$ cat src/rtl/vai_tx_sched_if.sv
// Request/upstream bundle between the sub-AFU Tx stages, the scheduler and the
// upstream CCI-P port. The master modport is the scheduler's view.
interface vai_tx_sched_if #(
    parameter int NUM_SUB_AFUS = 9,
    parameter int PAYLOAD_W    = 64,
    parameter int ID_W         = (NUM_SUB_AFUS > 1) ? $clog2(NUM_SUB_AFUS) : 1
);
    logic [NUM_SUB_AFUS-1:0]           afu_req_valid;
    logic [NUM_SUB_AFUS*PAYLOAD_W-1:0] afu_req_payload;
    logic [NUM_SUB_AFUS-1:0]           afu_req_ready;
    logic                              up_almFull;
    logic                              out_valid;
    logic [PAYLOAD_W-1:0]              out_payload;
    logic [ID_W-1:0]                   out_afu_id;

    modport master (
        input  afu_req_valid, afu_req_payload, up_almFull,
        output afu_req_ready, out_valid, out_payload, out_afu_id
    );

    modport slave (
        output afu_req_valid, afu_req_payload, up_almFull,
        input  afu_req_ready, out_valid, out_payload, out_afu_id
    );
endinterface

$ cat src/rtl/vai_tx_sched.sv
// Round-robin Tx request scheduler with per-AFU outstanding quota and halt masking.
// Optional grant/stall statistics are built when VAI_TX_SCHED_STATS_EN is defined.
module vai_tx_sched #(
    parameter int NUM_SUB_AFUS    = 9,
    parameter int PAYLOAD_W       = 64,
    parameter int MAX_OUTSTANDING = 32,
    parameter int ID_W            = (NUM_SUB_AFUS > 1) ? $clog2(NUM_SUB_AFUS) : 1
) (
    input  logic                    pClk,
    input  logic                    SoftReset,
    vai_tx_sched_if.master          bus,
    input  logic [NUM_SUB_AFUS-1:0] afu_halt,
    input  logic                    rsp_valid,
    input  logic [ID_W-1:0]         rsp_afu_id,
    output logic                    quota_err,
    input  logic [ID_W-1:0]         stat_sel,
    output logic [31:0]             stat_cnt
);
    localparam logic [ID_W:0] NUM_W = (ID_W+1)'(NUM_SUB_AFUS);
    localparam logic [7:0]    MAX_W = 8'(MAX_OUTSTANDING);

    logic [ID_W-1:0]      ptr_q, ptr_d;
    logic [7:0]           cnt_q [NUM_SUB_AFUS];
    logic [7:0]           cnt_d [NUM_SUB_AFUS];
    logic                 out_valid_q, out_valid_d;
    logic [PAYLOAD_W-1:0] out_payload_q, out_payload_d;
    logic [ID_W-1:0]      out_afu_id_q, out_afu_id_d;
    logic                 quota_err_q, quota_err_d;

    logic [NUM_SUB_AFUS-1:0]   elig;
    logic [NUM_SUB_AFUS-1:0]   gnt;
    logic [2*NUM_SUB_AFUS-1:0] rot;
    logic                      gnt_any;
    logic [ID_W:0]             gnt_sum;
    logic [ID_W-1:0]           gnt_id;
    logic [PAYLOAD_W-1:0]      gnt_payload;
    logic                      rsp_hit;

    // Rotate eligibility so bit k is AFU (ptr+k) mod N; the lowest set bit wins.
    always_comb begin
        elig    = '0;
        gnt_any = 1'b0;
        gnt_sum = '0;
        for (int i = 0; i < NUM_SUB_AFUS; i++) begin
            elig[i] = bus.afu_req_valid[i] & ~afu_halt[i] & (cnt_q[i] < MAX_W) &
                      ~bus.up_almFull & ~SoftReset;
        end
        rot = {elig, elig} >> ptr_q;
        for (int k = 0; k < NUM_SUB_AFUS; k++) begin
            if (!gnt_any && rot[k]) begin
                gnt_any = 1'b1;
                gnt_sum = {1'b0, ptr_q} + (ID_W+1)'(k);
            end
        end
        if (gnt_sum >= NUM_W) begin
            gnt_sum = gnt_sum - NUM_W;
        end
        gnt_id = gnt_sum[ID_W-1:0];
        gnt    = gnt_any ? (NUM_SUB_AFUS'(1) << gnt_id) : '0;
        gnt_payload = '0;
        for (int i = 0; i < NUM_SUB_AFUS; i++) begin
            if (gnt[i]) begin
                gnt_payload = bus.afu_req_payload[i*PAYLOAD_W +: PAYLOAD_W];
            end
        end
    end

    always_comb begin
        ptr_d         = ptr_q;
        out_valid_d   = gnt_any;
        out_payload_d = out_payload_q;
        out_afu_id_d  = out_afu_id_q;
        quota_err_d   = quota_err_q;
        rsp_hit       = 1'b0;
        if (gnt_any) begin
            out_payload_d = gnt_payload;
            out_afu_id_d  = gnt_id;
            ptr_d = (gnt_id == ID_W'(NUM_SUB_AFUS-1)) ? '0 : gnt_id + ID_W'(1);
        end
        // A same-cycle grant and retire cancel out; retiring from zero is an error.
        for (int i = 0; i < NUM_SUB_AFUS; i++) begin
            rsp_hit  = rsp_valid && (rsp_afu_id == ID_W'(i));
            cnt_d[i] = cnt_q[i];
            if (afu_halt[i]) begin
                cnt_d[i] = '0;
            end else begin
                if (rsp_hit && cnt_q[i] == 8'd0) begin
                    quota_err_d = 1'b1;
                end
                cnt_d[i] = cnt_q[i] + {7'd0, gnt[i]} - {7'd0, rsp_hit && cnt_q[i] != 8'd0};
            end
        end
        if (rsp_valid && ({1'b0, rsp_afu_id} >= NUM_W)) begin
            quota_err_d = 1'b1;
        end
    end

    always_ff @(posedge pClk) begin
        if (SoftReset) begin
            ptr_q         <= '0;
            out_valid_q   <= 1'b0;
            out_payload_q <= '0;
            out_afu_id_q  <= '0;
            quota_err_q   <= 1'b0;
            for (int i = 0; i < NUM_SUB_AFUS; i++) cnt_q[i] <= '0;
        end else begin
            ptr_q         <= ptr_d;
            out_valid_q   <= out_valid_d;
            out_payload_q <= out_payload_d;
            out_afu_id_q  <= out_afu_id_d;
            quota_err_q   <= quota_err_d;
            for (int i = 0; i < NUM_SUB_AFUS; i++) cnt_q[i] <= cnt_d[i];
        end
    end

    assign bus.afu_req_ready = gnt;
    assign bus.out_valid     = out_valid_q;
    assign bus.out_payload   = out_payload_q;
    assign bus.out_afu_id    = out_afu_id_q;
    assign quota_err         = quota_err_q;

`ifdef VAI_TX_SCHED_STATS_EN
    // A power-of-two AFU count has no spare select code, so the stall counter shadows the last AFU.
    localparam bit POW2      = (NUM_SUB_AFUS & (NUM_SUB_AFUS - 1)) == 0;
    localparam int STALL_IDX = POW2 ? NUM_SUB_AFUS - 1 : NUM_SUB_AFUS;

    logic [31:0] gcnt_q [NUM_SUB_AFUS];
    logic [31:0] gcnt_d [NUM_SUB_AFUS];
    logic [31:0] stall_q, stall_d;
    logic [31:0] stat_cnt_q, stat_cnt_d;

    always_comb begin
        stall_d    = stall_q + {31'd0, (|(bus.afu_req_valid & ~afu_halt)) & ~gnt_any};
        stat_cnt_d = '0;
        for (int i = 0; i < NUM_SUB_AFUS; i++) begin
            gcnt_d[i] = gcnt_q[i] + {31'd0, gnt[i]};
            if (stat_sel == ID_W'(i)) stat_cnt_d = gcnt_q[i];
        end
        if (stat_sel == ID_W'(STALL_IDX)) stat_cnt_d = stall_q;
    end

    always_ff @(posedge pClk) begin
        if (SoftReset) begin
            stall_q    <= '0;
            stat_cnt_q <= '0;
            for (int i = 0; i < NUM_SUB_AFUS; i++) gcnt_q[i] <= '0;
        end else begin
            stall_q    <= stall_d;
            stat_cnt_q <= stat_cnt_d;
            for (int i = 0; i < NUM_SUB_AFUS; i++) gcnt_q[i] <= gcnt_d[i];
        end
    end

    assign stat_cnt = stat_cnt_q;
`else
    logic unused_stat_sel;
    assign unused_stat_sel = ^stat_sel;
    assign stat_cnt        = '0;
`endif
endmodule

$ cat src/flat_wrapper.sv
// flat-port wrapper written by rule: the top's interface ports become plain ports
module vai_tx_sched_flat 
#(
    parameter int NUM_SUB_AFUS    = 9,
    parameter int PAYLOAD_W       = 64,
    parameter int MAX_OUTSTANDING = 32,
    parameter int ID_W            = (NUM_SUB_AFUS > 1) ? $clog2(NUM_SUB_AFUS) : 1
)
  (pClk, SoftReset, afu_halt, rsp_valid, rsp_afu_id, quota_err, stat_sel, stat_cnt, bus_afu_req_valid, bus_afu_req_payload, bus_up_almFull, bus_afu_req_ready, bus_out_valid, bus_out_payload, bus_out_afu_id);
  vai_tx_sched_if #(.NUM_SUB_AFUS(NUM_SUB_AFUS), .PAYLOAD_W(PAYLOAD_W), .ID_W(ID_W)) bus_i ();
  input  logic pClk;
  input  logic SoftReset;
  input  logic [NUM_SUB_AFUS-1:0] afu_halt;
  input  logic rsp_valid;
  input  logic [ID_W-1:0] rsp_afu_id;
  output logic quota_err;
  input  logic [ID_W-1:0] stat_sel;
  output logic [31:0] stat_cnt;
  input wire logic [$bits(bus_i.afu_req_valid)-1:0] bus_afu_req_valid;
  input wire logic [$bits(bus_i.afu_req_payload)-1:0] bus_afu_req_payload;
  input wire logic [$bits(bus_i.up_almFull)-1:0] bus_up_almFull;
  output wire logic [$bits(bus_i.afu_req_ready)-1:0] bus_afu_req_ready;
  output wire logic [$bits(bus_i.out_valid)-1:0] bus_out_valid;
  output wire logic [$bits(bus_i.out_payload)-1:0] bus_out_payload;
  output wire logic [$bits(bus_i.out_afu_id)-1:0] bus_out_afu_id;
  assign bus_i.afu_req_valid = bus_afu_req_valid;
  assign bus_i.afu_req_payload = bus_afu_req_payload;
  assign bus_i.up_almFull = bus_up_almFull;
  assign bus_afu_req_ready = bus_i.afu_req_ready;
  assign bus_out_valid = bus_i.out_valid;
  assign bus_out_payload = bus_i.out_payload;
  assign bus_out_afu_id = bus_i.out_afu_id;
  vai_tx_sched #(.NUM_SUB_AFUS(NUM_SUB_AFUS), .PAYLOAD_W(PAYLOAD_W), .MAX_OUTSTANDING(MAX_OUTSTANDING), .ID_W(ID_W)) u_core (.pClk(pClk), .SoftReset(SoftReset), .bus(bus_i), .afu_halt(afu_halt), .rsp_valid(rsp_valid), .rsp_afu_id(rsp_afu_id), .quota_err(quota_err), .stat_sel(stat_sel), .stat_cnt(stat_cnt));
endmodule
$ cat config.mk
export PLATFORM = sky130hd
export DESIGN_NAME = vai_tx_sched_flat
export DESIGN_NICKNAME = d
export VERILOG_FILES = /design/src/rtl/vai_tx_sched_if.sv /design/src/rtl/vai_tx_sched.sv /design/src/flat_wrapper.sv
export SDC_FILE = /design/constraint.sdc
export NUM_CORES = 1
export LEC_CHECK = 0
export CELL_PAD_IN_SITES_DETAIL_PLACEMENT = 1
export CELL_PAD_IN_SITES_GLOBAL_PLACEMENT = 2
export CORE_AREA = 10 10 268 270
export CTS_BUF_LIST = sky130_fd_sc_hd__clkbuf_2 sky130_fd_sc_hd__clkbuf_4 sky130_fd_sc_hd__clkbuf_8
export DETAILED_ROUTE_END_ITERATION = 8
export DIE_AREA = 0 0 278 280
export DONT_BUFFER_PORTS = 1
export GPL_ROUTABILITY_DRIVEN = 0
export GPL_TIMING_DRIVEN = 0
export HOLD_SLACK_MARGIN = 0.15
export PLACE_DENSITY_LB_ADDON = 0.1
export SYNTH_ARGS = -nofsm -noshare
export SYNTH_HDL_FRONTEND = slang
export SYNTH_SLANG_ARGS = --single-unit
$ cat constraint.sdc
create_clock -name pClk -period 9.57 [get_ports pClk]
set_clock_uncertainty 0.05 [all_clocks]
set_input_delay 1.914 -clock pClk [delete_from_list [all_inputs] [get_ports pClk]]
set_output_delay 1.914 -clock pClk [all_outputs]
set_load 0.005 [all_outputs]
==> results of run 1 <==
-- layout make-up --
type                       instances  share of cell area
antenna                           15             0.00221
buffer                           194              0.0595
clock buffer                      17              0.0138
clock inverter                    15             0.00973
inverter                         127              0.0284
multi-input combinational       1591               0.648
sequential                       146               0.172
tap                              873              0.0643
timing repair buffer               5             0.00221
-- stage by stage --
step	instance area [µm²]	hold slack (ns)	cells
global route	17000	0.541	2976
finish	17000	0.492	2983
detailed placement	16400	0.487	2937
CTS	16900	0.503	2970
global placement	16400	0.480	2937
floorplan	15300	0.403	2064
-- cells by family (layout without fill, tap and decap cells) --
kind of cell / Yosys count / count (layout) / synth area share
flops: 146 / 146 / 0.192
mux: 27 / 27 / 0.0199
compound gates: 654 / 654 / 0.301
simple gates: 695 / 695 / 0.249
buf+inv: 327 / 358 / 0.0978
other cells: 1 / 47 / 0.000247
fa+ha+maj: 123 / 123 / 0.106
xor+xnor: 60 / 60 / 0.0346
-- synth_stat cells (11+ instances only) --
master,instances,area share
sky130_fd_sc_hd__a211o_1,24,0.014
sky130_fd_sc_hd__a21oi_1,150,0.049
sky130_fd_sc_hd__a221oi_1,24,0.014
sky130_fd_sc_hd__a22o_1,28,0.016
sky130_fd_sc_hd__a22oi_1,73,0.036
sky130_fd_sc_hd__and3_1,12,0.0049
sky130_fd_sc_hd__and4_1,48,0.028
sky130_fd_sc_hd__buf_2,40,0.013
sky130_fd_sc_hd__buf_4,36,0.018
sky130_fd_sc_hd__clkbuf_1,106,0.026
sky130_fd_sc_hd__dfxtp_1,146,0.19
sky130_fd_sc_hd__ha_1,114,0.094
sky130_fd_sc_hd__inv_1,119,0.029
sky130_fd_sc_hd__mux2i_1,22,0.014
sky130_fd_sc_hd__nand2_1,124,0.031
sky130_fd_sc_hd__nand2b_1,25,0.010
sky130_fd_sc_hd__nand3_1,58,0.019
sky130_fd_sc_hd__nand4_1,13,0.0053
sky130_fd_sc_hd__nor2_1,145,0.036
sky130_fd_sc_hd__nor3_1,112,0.037
sky130_fd_sc_hd__nor3b_1,48,0.024
sky130_fd_sc_hd__o2111ai_1,65,0.037
sky130_fd_sc_hd__o211ai_1,50,0.025
sky130_fd_sc_hd__o21a_1,46,0.023
sky130_fd_sc_hd__o21ai_0,99,0.033
sky130_fd_sc_hd__o21bai_1,27,0.013
sky130_fd_sc_hd__or2_0,44,0.018
sky130_fd_sc_hd__or2_2,11,0.0045
sky130_fd_sc_hd__xnor2_1,49,0.028
sky130_fd_sc_hd__xor2_1,11,0.0063
-- worst max-delay path, stage by stage --
cell	delay (ns)
sky130_fd_sc_hd__buf_6	0.14
sky130_fd_sc_hd__nor4b_4	0.08
sky130_fd_sc_hd__a32oi_1	0.58
sky130_fd_sc_hd__a211o_1	0.36
sky130_fd_sc_hd__or3_1	0.14
sky130_fd_sc_hd__buf_2	0.18
sky130_fd_sc_hd__nand4_1	0.37
sky130_fd_sc_hd__nor2_1	0.39
sky130_fd_sc_hd__a22o_1	0.23
sky130_fd_sc_hd__a2bb2oi_2	0.28
sky130_fd_sc_hd__inv_2	0.10
sky130_fd_sc_hd__ha_1	0.35
sky130_fd_sc_hd__and2_1	0.19
sky130_fd_sc_hd__a311oi_4	0.05
sky130_fd_sc_hd__buf_4	0.17
sky130_fd_sc_hd__inv_4	0.24
sky130_fd_sc_hd__ha_1	0.26
sky130_fd_sc_hd__ha_1	0.17
sky130_fd_sc_hd__nand3_2	0.23
sky130_fd_sc_hd__inv_2	0.14
sky130_fd_sc_hd__buf_2	0.32
sky130_fd_sc_hd__buf_4	0.32
-- routing by layer --
metal / vias up / wire length, µm / GRT usage
li1: 7564 / - / -
met1: 8455 / 39800 / 0.285
met2: 704 / 52200 / 0.449
met3: 84 / 8360 / 0.0818
met4: 10 / 2040 / 0.0596
met5: - / 64 / 0
-- what timing repair did --
item / in CTS / in global routing
pin swaps: 2 / 0
resized for setup: 21 / 9
hold buffers: 0 / 0
endpoints found under the setup margin: 29 / 5
buffers inserted: 5 / 0
-- sequential cells by signal, summed over array words and instances, names as in the netlist --
name                    count
u_core.cnt_q               72
u_core.bus.out_payload     64
u_core.bus.out_afu_id       4
u_core.ptr_q                4
u_core.bus.out_valid        1
u_core.quota_err            1
-- how the worst max path moves through the flow --
| stage | end | start |
|---|---|---|
| after global routing | bus_afu_req_ready[7] | bus_up_almFull |
| after floorplan | bus_afu_req_ready[4] | bus_up_almFull |
| final | bus_afu_req_ready[7] | SoftReset |
| after detailed placement | bus_afu_req_ready[4] | bus_afu_req_valid[5] |
| after global placement | bus_afu_req_ready[4] | afu_halt[2] |
| after CTS | bus_afu_req_ready[0] | SoftReset |
==> results.py, run 1 <==
metrics = {
    "outcome": {
        "outcome": "complete, no violations",
    },
    "floorplan": {
        "core_um2": 66600,
        "io-pin-count": 717,
        "dieArea_um2": 77800,
        "initial_core_util": 0.228,
        "die-height_um": 280,
        "rows": 95,
        "horizontal_extent_of_the_die_um": 278,
    },
    "final_layout": {
        "footprint_of_the_flip_flops_and_latches_um2": 2920,
        "final_core_utilization": 0.255,
        "mostFrequentLayoutCells": "150 x sky130_fd_sc_hd__a21oi_1, 146 x sky130_fd_sc_hd__dfxtp_1, 144 x sky130_fd_sc_hd__nor2_1, 124 x sky130_fd_sc_hd__nand2_1, 119 x sky130_fd_sc_hd__inv_1",
        "layout_cell_share_with_drive_strength_beyond_1": 0.0883,
        "area_taken_by_multi_input_logic_gates_um2": 11000,
        "final_common_cell": "sky130_fd_sc_hd__a21oi_1",
        "final.fill_count": 8124,
        "area_delta_synth_final_pct": 11.7,
        "nets": 2811,
    },
    "sta": {
        "clock.fmax_mhz": 108,
        "setup_tns_final_ns": 0,
        "tightest_slew_ns": 1.19,
        "drv_slew": 0,
        "setup-violations-final": 0,
        "finalWorstPathRequiredPeriod_ns": 9.25,
        "finalWorstSetupSlack_ns": 0.318,
        "timing.slew.headroom": 0.204,
        "final.period_utilization": 0.967,
        "timing.final.hold_violations": 0,
    },
    "placed_design": {
        "placement.setup.worst_slack_ns": -1.76,
        "place.port_buffers": 0,
        "dp_hpwl_um": 87200,
    },
    "setup_path": {
        "crit_path_start_kind": "input port",
        "rrSetupSlack_ns": 1.39,
        "critPathMaxFanout": 19,
        "arrival_ns": 7.29,
        "critical_path_required_ns": 7.61,
        "end_kind": "primary output",
        "worst-setup-path-type": "in -> out",
        "regToRegStartpoint": "u_core.ptr_q[1]",
        "worst_r2r_endpoint": "u_core.bus.out_payload[55]",
        "rr_worst_depth": 23,
    },
    "clocking": {
        "clockBufferDepth": 2,
        "worst_skew_pair.late_latency_ns": 0.59,
        "clock_tree_from_tritoncts": "yes",
        "cts_buffers": 17,
        "clkTransAtPathRegs_ns": 0.10,
        "clock-root-buffer": "sky130_fd_sc_hd__clkbuf_8",
        "htree_num_levels": 4,
        "cts_sinks": 146,
    },
    "hold_path": {
        "holdCritPathClass": "reg -> reg",
        "hold_path_depth": 2,
        "worst_hold_startpoint": "u_core.bus.out_afu_id[0]",
        "holdPathEnd": "u_core.bus.out_afu_id[0]",
    },
    "global_route": {
        "largest_net_degree_at_the_start_of_global_routing": 20,
        "gr-usage-all-layers": 0.251,
        "grt_antenna_before_repair": 26,
        "grt_first_pass_wirelength_um": 141000,
        "grt_pass1_vias": 17500,
        "global_route.overflow_total": 0,
    },
    "route": {
        "antenna_violating_nets_left": 0,
        "avgViaCountPerCell": 5.64,
        "dr_total_vias": 16800,
        "total_routed_length_um": 103000,
        "first_pass_iters": 5,
        "drt_iter0_drc": 1081,
        "detail_route.wl_per_cell_um": 34.4,
        "drcViolationCount": 0,
    },
    "synth": {
        "synth_area_um2": 15200,
        "postSynthCellCount": 2033,
        "synthesis.yosys.warnings": 0,
        "ys_ff_latch": 146,
        "synthArstFlopShare": 0,
        "synth_edf_count": 0,
        "synth_cell_type_count": 90,
        "ys.flop_type": "sky130_fd_sc_hd__dfxtp_1",
        "syn_area_cell_um2": 7.48,
        "seq_area_frac_synth": 0.192,
    },
    "run": {
        "max_cap_violations": 0,
    },
}
Power of run 1 is left out: the tool's default activity adds up to more than one toggle a clock period on the data nets, which glitch-free logic cannot reach.
==> inputs of run 2 (changes only) <==
- TNS_END_PERCENT: default -> 50
==> results of run 2 <==
No change in the layout: final DEF, timing and power equal those of run 1.
Power of run 2 is left out for the same reason.
